### src/rtl/vga_bounce_box.sv
`default_nettype none
// ============================================================================
//  Module   : vga_bounce_box
//  Purpose  : Pixel-colour source for the VGA output path. Draws a solid box
//             over a blue background. The box moves once per frame, bounces
//             off the edges of the active area, and changes colour on every
//             bounce.
//  Revision : 1.0  initial release
// ============================================================================
module vga_bounce_box #(
    parameter int H_ORG   = 281,
    parameter int V_ORG   = 35,
    parameter int H_SPAN  = 1278,
    parameter int V_SPAN  = 479,
    parameter int BOX_W   = 80,
    parameter int BOX_H   = 40,
    parameter int SPEED_X = 4,
    parameter int SPEED_Y = 2
) (
    input  logic        clk,
    input  logic        rst,
    input  logic [10:0] h_cnt,
    input  logic [9:0]  v_cnt,
    input  logic        active,
    input  logic        frame_tick,
    input  logic        freeze,
    output logic        rgb_r,
    output logic        rgb_g,
    output logic        rgb_b,
    output logic [10:0] x_pos,
    output logic [9:0]  y_pos,
    output logic [7:0]  hit_count
);

    // All limit compares are done at 12 bits so that no sum can wrap.
    localparam logic [11:0] c_X_LIM  = 12'(H_SPAN - BOX_W);
    localparam logic [11:0] c_Y_LIM  = 12'(V_SPAN - BOX_H);
    localparam logic [11:0] c_SX     = 12'(SPEED_X);
    localparam logic [11:0] c_SY     = 12'(SPEED_Y);
    localparam logic [11:0] c_H_ORG  = 12'(H_ORG);
    localparam logic [11:0] c_V_ORG  = 12'(V_ORG);
    localparam logic [11:0] c_BOX_W  = 12'(BOX_W);
    localparam logic [11:0] c_BOX_H  = 12'(BOX_H);

    // Native-width copies used for the actual position arithmetic.
    localparam logic [10:0] c_X_LIM11 = 11'(H_SPAN - BOX_W);
    localparam logic [9:0]  c_Y_LIM10 = 10'(V_SPAN - BOX_H);
    localparam logic [10:0] c_SX11    = 11'(SPEED_X);
    localparam logic [9:0]  c_SY10    = 10'(SPEED_Y);

    localparam logic [2:0]  c_COLOUR_INIT = 3'b111;
    localparam logic [2:0]  c_BLUE        = 3'b001;
    localparam logic [2:0]  c_BLACK       = 3'b000;

    logic [10:0] r_x_pos;
    logic [9:0]  r_y_pos;
    logic        r_dir_x;
    logic        r_dir_y;
    logic [2:0]  r_colour;
    logic [7:0]  r_hit_count;
    logic [2:0]  r_rgb;

    logic [10:0] w_x_next;
    logic [9:0]  w_y_next;
    logic        w_dir_x_next;
    logic        w_dir_y_next;
    logic        w_x_hit;
    logic        w_y_hit;
    logic        w_move;
    logic        w_bounce;
    logic [2:0]  w_colour_next;

    logic [11:0] w_x_lo;
    logic [11:0] w_x_hi;
    logic [11:0] w_y_lo;
    logic [11:0] w_y_hi;
    logic [11:0] w_h;
    logic [11:0] w_v;
    logic        w_in_box;

    assign w_move   = frame_tick & ~freeze;
    assign w_bounce = w_x_hit | w_y_hit;

    // Horizontal next position, direction and wall hit.
    always_comb begin
        w_x_next     = r_x_pos;
        w_dir_x_next = r_dir_x;
        w_x_hit      = 1'b0;
        if (r_dir_x) begin
            if (({1'b0, r_x_pos} + c_SX) >= c_X_LIM) begin
                w_x_next     = c_X_LIM11;
                w_dir_x_next = 1'b0;
                w_x_hit      = 1'b1;
            end else begin
                w_x_next = r_x_pos + c_SX11;
            end
        end else begin
            if ({1'b0, r_x_pos} <= c_SX) begin
                w_x_next     = 11'd0;
                w_dir_x_next = 1'b1;
                w_x_hit      = 1'b1;
            end else begin
                w_x_next = r_x_pos - c_SX11;
            end
        end
    end

    // Vertical next position, direction and wall hit.
    always_comb begin
        w_y_next     = r_y_pos;
        w_dir_y_next = r_dir_y;
        w_y_hit      = 1'b0;
        if (r_dir_y) begin
            if (({2'b00, r_y_pos} + c_SY) >= c_Y_LIM) begin
                w_y_next     = c_Y_LIM10;
                w_dir_y_next = 1'b0;
                w_y_hit      = 1'b1;
            end else begin
                w_y_next = r_y_pos + c_SY10;
            end
        end else begin
            if ({2'b00, r_y_pos} <= c_SY) begin
                w_y_next     = 10'd0;
                w_dir_y_next = 1'b1;
                w_y_hit      = 1'b1;
            end else begin
                w_y_next = r_y_pos - c_SY10;
            end
        end
    end

    // Colour sequence steps down from 111 to 001 and wraps, never showing 000.
    always_comb begin
        w_colour_next = r_colour - 3'd1;
        if (r_colour == c_BLUE) begin
            w_colour_next = c_COLOUR_INIT;
        end
    end

    // Motion state: updated only on an unfrozen frame tick.
    always_ff @(posedge clk) begin
        if (!rst) begin
            r_x_pos     <= 11'd0;
            r_y_pos     <= 10'd0;
            r_dir_x     <= 1'b1;
            r_dir_y     <= 1'b1;
            r_colour    <= c_COLOUR_INIT;
            r_hit_count <= 8'd0;
        end else if (w_move) begin
            r_x_pos <= w_x_next;
            r_y_pos <= w_y_next;
            r_dir_x <= w_dir_x_next;
            r_dir_y <= w_dir_y_next;
            // A corner hit on both axes is a single bounce event.
            if (w_bounce) begin
                r_colour    <= w_colour_next;
                r_hit_count <= r_hit_count + 8'd1;
            end
        end
    end

    // Box window in counter coordinates, compared against registered position.
    always_comb begin
        w_h      = {1'b0, h_cnt};
        w_v      = {2'b00, v_cnt};
        w_x_lo   = c_H_ORG + {1'b0, r_x_pos};
        w_x_hi   = w_x_lo + c_BOX_W;
        w_y_lo   = c_V_ORG + {2'b00, r_y_pos};
        w_y_hi   = w_y_lo + c_BOX_H;
        w_in_box = (w_h >= w_x_lo) && (w_h < w_x_hi) &&
                   (w_v >= w_y_lo) && (w_v < w_y_hi);
    end

    // Registered pixel colour: black when blanked, box colour or blue otherwise.
    always_ff @(posedge clk) begin
        if (!rst) begin
            r_rgb <= c_BLACK;
        end else if (!active) begin
            r_rgb <= c_BLACK;
        end else if (w_in_box) begin
            r_rgb <= r_colour;
        end else begin
            r_rgb <= c_BLUE;
        end
    end

    assign rgb_r     = r_rgb[2];
    assign rgb_g     = r_rgb[1];
    assign rgb_b     = r_rgb[0];
    assign x_pos     = r_x_pos;
    assign y_pos     = r_y_pos;
    assign hit_count = r_hit_count;

endmodule
`default_nettype wire

### config.mk
export PLATFORM = sky130hd
export DESIGN_NAME = vga_bounce_box
export DESIGN_NICKNAME = d
export VERILOG_FILES = /design/src/rtl/vga_bounce_box.sv
export SDC_FILE = /design/constraint.sdc
export NUM_CORES = 1
export LEC_CHECK = 0
export ABC_AREA = 1
export BUFFER_PORTS_ARGS = -buffer_cell sky130_fd_sc_hd__buf_2
export CORE_MARGIN = 2
export CORE_UTILIZATION = 50
export DETAILED_ROUTE_END_ITERATION = 8
export GPL_TIMING_DRIVEN = 0
export PLACE_DENSITY = 0.71
export SLEW_MARGIN = 20
export SYNTH_ARGS = -nofsm -noshare
export SYNTH_HDL_FRONTEND = slang
export SYNTH_SLANG_ARGS = --single-unit
### constraint.sdc
create_clock -name clk -period 6.65 [get_ports clk]
set_input_delay 0.665 -clock clk [delete_from_list [all_inputs] [get_ports clk]]
set_output_delay 0.665 -clock clk [all_outputs]
set_load 0.01 [all_outputs]
==> flow_metrics.tcl, run 1 <==
set metrics [dict create \
    status "finished clean" \
    min_path_cells 2 \
    setup_violations 0 \
    cts.path.max_buffers 2 \
    avgSynthCellArea_um2 6.51 \
    setup.worst_path.end_class "flop" \
    setup.worst_path.class "flop to flop" \
    firstDrtPassIters 5 \
    maxCapViolations 0 \
    drt_iter0_drc 300 \
    fin_util_pct 57.7 \
    grt_use_total_pct 22.2 \
    htree_levels 2 \
    r2r_end "r_rgb[2]" \
    final_net_count 740 \
    die_w_um 92.4 \
    ctsResizeCount 0 \
    pwr_density_cell_nw_per_um2 139 \
    irDropWorstVdd_mv 0.0909 \
    min-delay-start "r_colour[1]" \
    synth_seq_cells 36 \
    dp.cells 759 \
    synth_top_area_cell "dfxtp_1" \
    syn_area_um2 3910 \
    gr-total-overflow 0 \
    setup_slack_ps 3380 \
    dpl_worst_slack_ps 3380 \
    min_period_ps 3270 \
    grt_pass1_vias 3538 \
    routabilityCongestion 0.939 \
    die_h_um 92.4 \
    reg2reg_slack_ps 3380 \
    worstPathRequired_ps 6870 \
    antenna_left 0 \
    worstMarginPinSlew_ps 696 \
    n_antenna_cell 0 \
    post_cts_buffers 0 \
    final_cells 766 \
    whs_ps 484 \
    path_max_fanout 10 \
    io_buffers 56 \
    ys.flop_type "dfxtp_1" \
    startpoint_type "flop" \
    numCtsBuffers 5 \
    final-hold-violation-count 0 \
    cts_tree "done" \
    rsz0062_at_grt "no" \
    r2r_cells 19 \
    clk_latency_ps 290 \
    boundaryPins 58 \
    r2r-start "y_pos[1]" \
    synthTopCellsByArea "dfxtp_1, ha_1, nand2_1" \
    worstPathArrival_ps 3490 \
    grt_max_degree 11 \
    ctsHoldBuffers 0 \
    skew_ps 9.36 \
    nFillCells 775 \
    drt-total-wl_mm 9.39 \
    antenna_found_initial 0 \
    start_util_pct 51.1 \
    synth_edf_count 0 \
    synth_cells 601 \
    slew_headroom_pct 53.6 \
    dp_hpwl_mm 7.42 \
    wl_per_cell_um 12.3 \
    clk_pin_slew_ps 70 \
    drive_gt1_share_pct 16.7 \
    max_freq_ghz 0.306 \
    yosys_warnings 0 \
    core_um2 7650 \
    synth_cell_types 40 \
    fp.dieArea_um2 8550 \
    finalCritPeriodShare_pct 49.2 \
    fin_setup_tns_ps 0 \
    cellLeakagePower_nw 2.34 \
    num_vias 3968 \
    drc 0 \
    holdPathEnd "r_colour[1]" \
    row_count 32 \
    synthArstFlopShare_pct 0 \
    seq_area_frac_synth_pct 18.4 \
    grt_pass1_wl_mm 15.8 \
    syn_to_final_growth_pct 12.9 \
    synth_nets 677 \
    via_per_inst 5.18 \
    root_buffer "clkbuf_8" \
    cts.sinks 36 \
    yosysTopAreaCellShare_pct 18.4 \
    slew_violations 0 \
    min_path_type "flop to flop" \
]
[cell usage after synthesis, types with 3 or more instances]
master	n
nand2_1	149
inv_1	78
ha_1	50
nor2_1	47
dfxtp_1	36
nand3_1	36
a21oi_1	35
o21ai_0	34
xor2_1	31
nand4_1	13
nand2_2	9
clkbuf_1	8
a21oi_2	7
nor2_2	7
a31oi_1	6
nor3_1	6
buf_4	5
xnor2_1	5
inv_2	4
buf_2	3
nand2_4	3
[placed cells by master (no fill, tap or decap), types with 6 or more instances in the layout]
cell type | Yosys | routed
a21oi_1 | 35 | 35
a21oi_2 | 7 | 7
a31oi_1 | 6 | 6
buf_2 | 3 | 59
clkbuf_1 | 8 | 8
clkbuf_8 | 0 | 7
dfxtp_1 | 36 | 36
ha_1 | 50 | 50
inv_1 | 78 | 78
nand2_1 | 149 | 149
nand2_2 | 9 | 9
nand3_1 | 36 | 36
nand4_1 | 13 | 13
nor2_1 | 47 | 47
nor2_2 | 7 | 7
nor3_1 | 6 | 6
o21ai_0 | 34 | 34
xor2_1 | 31 | 31
[report_power, final]
| group | leakage, nW | internal [W] | switching, W | total [W] |
|---|---|---|---|---|
| registers | 0.293 | 0.000224 | 0.0000104 | 0.000234 |
| clock network | 0.0503 | 0.0000924 | 0.0000823 | 0.000175 |
| logic | 2.00 | 0.0000790 | 0.000125 | 0.000204 |
[cell type report]
type                       count  area (µm²)  area share (%)
buffer                        20         130            2.95
clock buffer                   7        96.3            2.18
inverter                      84         315            7.14
timing repair buffer          56         280            6.35
tap                          102         128            2.89
sequential                    36         721            16.3
multi-input combinational    461        2750            62.2
[worst max-delay path by stage]
stage	from	end	slack [ps]
final	y_pos[1]	r_rgb[2]	3380
after global routing	y_pos[1]	r_rgb[2]	2970
after CTS	y_pos[1]	r_rgb[2]	3340
after detailed placement	y_pos[1]	r_rgb[2]	3380
after global placement	y_pos[1]	r_rgb[2]	3370
after floorplan	y_pos[2]	r_rgb[0]	3830
[registers in the layout (all words and copies together) (netlist names)]
signal,flops
r_colour,3
r_dir_y,1
hit_count,8
y_pos,10
x_pos,10
r_dir_x,1
r_rgb,3
[routing by layer]
metal | vias up | global-route usage [%] | wire length (µm)
met5 | - | 0 | 0
met4 | 0 | 4.48 | 95
met3 | 10 | 2.69 | 517
met2 | 115 | 37.2 | 4230
met1 | 1777 | 30.6 | 4550
li1 | 2066 | - | -
[logic make-up (layout without fill, tap and decap cells)]
family                   Yosys count  count (layout)  synth area share [%]
buffers and inverters            104             167                  11.4
other                              1               1                0.0959
AO/OA/AOI/OAI                     95              95                  13.9
adder cells (fa/ha/maj)           50              50                  16.0
flip-flops                        36              36                  18.4
AND/OR/NAND/NOR                  279             279                  32.1
XOR/XNOR                          36              36                  8.06
[worst max-delay path, cell delays in order (launching register included)]
cell and delay, ps:
dfxtp_1 460, inv_1 240, ha_1 250, nand2_1 80, nand2_1 100, xor2_1 240, inv_1 120, ha_1 240
o21ai_1 210, xnor2_1 160, ha_1 280, nand2_1 80, nor2_1 40, nor2_1 80, nand2_1 50, o21bai_1 130
nand2_1 70, nand2_1 90, nand4_1 170, nor2_1 140
[through the flow]
stage,power (W),cell area (µm²)
after global placement,0.000436,4320
final,0.000613,4420
after global routing,0.000655,4420
after floorplan,0.000388,3910
after detailed placement,0.000441,4320
after CTS,0.000614,4420
(Power assumes the default switching activity.)
==> run 2, diff against run 1 <==
--- a/config.mk
+++ b/config.mk
@@ -11,7 +11,7 @@
 export CORE_UTILIZATION = 50
 export DETAILED_ROUTE_END_ITERATION = 8
 export GPL_TIMING_DRIVEN = 0
-export PLACE_DENSITY = 0.71
+export PLACE_DENSITY = 0.74
 export SLEW_MARGIN = 20
 export SYNTH_ARGS = -nofsm -noshare
 export SYNTH_HDL_FRONTEND = slang
==> constraint.sdc (replaced) <==
create_clock -name clk -period 2.85 [get_ports clk]
set_input_delay 0.285 -clock clk [delete_from_list [all_inputs] [get_ports clk]]
set_output_delay 0.285 -clock clk [all_outputs]
set_load 0.01 [all_outputs]
==> run 2 against run 1 <==
  * Sequential cell count did not move
  * Worst hold slack got worse by 190 ps
  * Global-route usage rose by 1.3 points
  * Setup slack got worse by 3200 ps
  * Critical path depth fell by 1
  * Sequential share of layout area fell by 0.52 points
  * Critical endpoint is now r_rgb[1]
  * Critical path type unchanged
  * Largest power group unchanged
  * Design area rose by 4.9%
==> flow_metrics.tcl, run 2 (same netlist as run 1, synthesis figures left out) <==
set metrics [dict create \
    status "finished clean" \
    most-common-layout-cells "nand2_1, inv_1, buf_2, ha_1, nor2_1" \
    wl_per_cell_um 13.1 \
    final_net_count 749 \
    irDropWorstVdd_mv 0.242 \
    drc 0 \
    dp_hpwl_mm 7.66 \
    grt_use_total_pct 23.4 \
    crit_top_cell "nand2_1" \
    cellLeakagePower_nw 2.40 \
    die_h_um 92.4 \
    worstPathArrival_ps 2950 \
    setup_violations 0 \
    n_antenna_cell 0 \
    grt_max_degree 12 \
    slew_headroom_pct 53.2 \
    routabilityCongestion 0.948 \
    fp.dieArea_um2 8550 \
    core_um2 7650 \
    pwr-share-clk_pct 27.3 \
    cts.path.max_buffers 2 \
    clk_latency_ps 300 \
    slew_violations 0 \
    num_vias 4127 \
    min_period_ps 2720 \
    syn_to_final_growth_pct 18.5 \
    row_count 32 \
    worstPathRequired_ps 3080 \
    power.internal_w 0.000914 \
    ctsHoldBuffers 0 \
    maxCapViolations 0 \
    min_path_type "primary input to flop" \
    clk_pin_slew_ps 80 \
    seqPwrFrac_pct 37.8 \
    setup.worst_path.end_class "flop" \
    io_buffers 56 \
    grt_pass1_wl_mm 16.5 \
    htree_levels 2 \
    comb_power_share_pct 34.9 \
    setup.worst_path.class "flop to flop" \
    antenna_found_initial 0 \
    startpoint_type "flop" \
    gr-total-overflow 0 \
    drt-total-wl_mm 10.2 \
    worstMarginPinSlew_ps 702 \
    reg2reg_slack_ps 130 \
    final-hold-violation-count 0 \
    numCtsBuffers 5 \
    path_cells "inv_8 -> ha_2 -> inv_1 -> nand3_2 -> nand2_2 -> xor2_4 -> o21ai_4 -> xnor2_1 -> ha_1 -> nand2_1 -> nor2_1 -> nor2_1 -> nand2_1 -> o21bai_1 -> nand2_1 -> nand2_1 -> nand4_1 -> nor2_1" \
    drt_iter0_drc 283 \
    finalCritPeriodShare_pct 95.4 \
    final_common_cell "nand2_1" \
    cts.sinks 36 \
    cts_tree "done" \
    path_max_fanout 5 \
    die_w_um 92.4 \
    skew_ps 9.97 \
    firstDrtPassIters 5 \
    slowest_delay_ps 430 \
    root_buffer "clkbuf_8" \
    final_cell_area_um2 4630 \
    swShare_pct 36.9 \
    start_util_pct 51.1 \
    drive_gt1_share_pct 21.5 \
    pwr_density_cell_nw_per_um2 313 \
    via_per_inst 5.32 \
    grt_pass1_vias 3737 \
    boundaryPins 58 \
    cp_slowest_cell "dfxtp_4" \
    antenna_left 0 \
    p_sw_w 0.000534 \
    total_power_w 0.00145 \
    max_freq_ghz 0.368 \
    placed_cell_area_um2 4320 \
]
## run 2: changes by cell type in the layout (fill, tap and decap cells not counted), sizes merged
| cell | delta |
|---|---|
| clkbuf | -1 |
| buf | +9 |
| clkinv | +2 |
## run 2: cell type report
type / instances / area (µm²)
Clock inverter: 2 / 10.0
Inverter: 84 / 323
Tap cell: 102 / 128
Timing Repair Buffer: 65 / 348
Fill cell: 743 / 3010
Sequential cell: 36 / 732
Clock buffer: 6 / 82.6
Multi-Input combinational cell: 461 / 2880
Buffer: 20 / 130
## run 2: final timing paths
kind | startpoint | end | cells past startpoint
worst max-delay path | y_pos[1] | r_rgb[1] | 18
worst min-delay path | active | r_rgb[0] | 5
worst min register to register | r_colour[2] | r_colour[2] | 2
worst max register to register | y_pos[1] | r_rgb[1] | 18
## run 2: power groups by stage
stage	registers, W	clock network, W	logic [W]
2_1_floorplan	0.000560	0	0.000344
3_3_place_gp	0.000558	0	0.000459
3_5_place_dp	0.000558	0	0.000473
4_1_cts	0.000546	0.000408	0.000482
5_1_grt	0.000549	0.000430	0.000575
6_report	0.000547	0.000396	0.000506
## run 2: critical path: cells and delay by family (launching register included)
kind                       cells  cell delay [ps]
and+or+nand+nor               10             1010
AOI/OAI and AO/OA              2              230
xor gates and xnor gates       2              360
DFF                            1              430
adders and majority gates      2              520
buffers and inverters          2              120
## run 2: layer usage
metal	vias to the layer above	GRT usage, %	wire length (µm)
li1	2086	-	-
met4	0	6.84	144
met3	10	3.42	651
met2	147	40.5	4880
met5	-	0	0
met1	1884	30.2	4490
## run 2: what timing repair did
action / CTS / global route
gates resized for setup: 14 / 25
buffers inserted: 2 / 7
setup endpoints to repair: 3 / 3
cloned: 0 / 0
pin swaps: 5 / 15
## run 2: stage by stage
step	util (%)	worst slack [ps]	setup TNS [ps]	instances	hold WS, ps
after floorplan	-	32.2	0	601	429
after global placement	56.5	-448	-1230	759	444
after detailed placement	56.5	-446	-1250	759	467
after CTS	58.6	8.08	0	769	279
after global routing	60.6	-46.6	-82.7	776	350
final	60.6	132	0	776	295
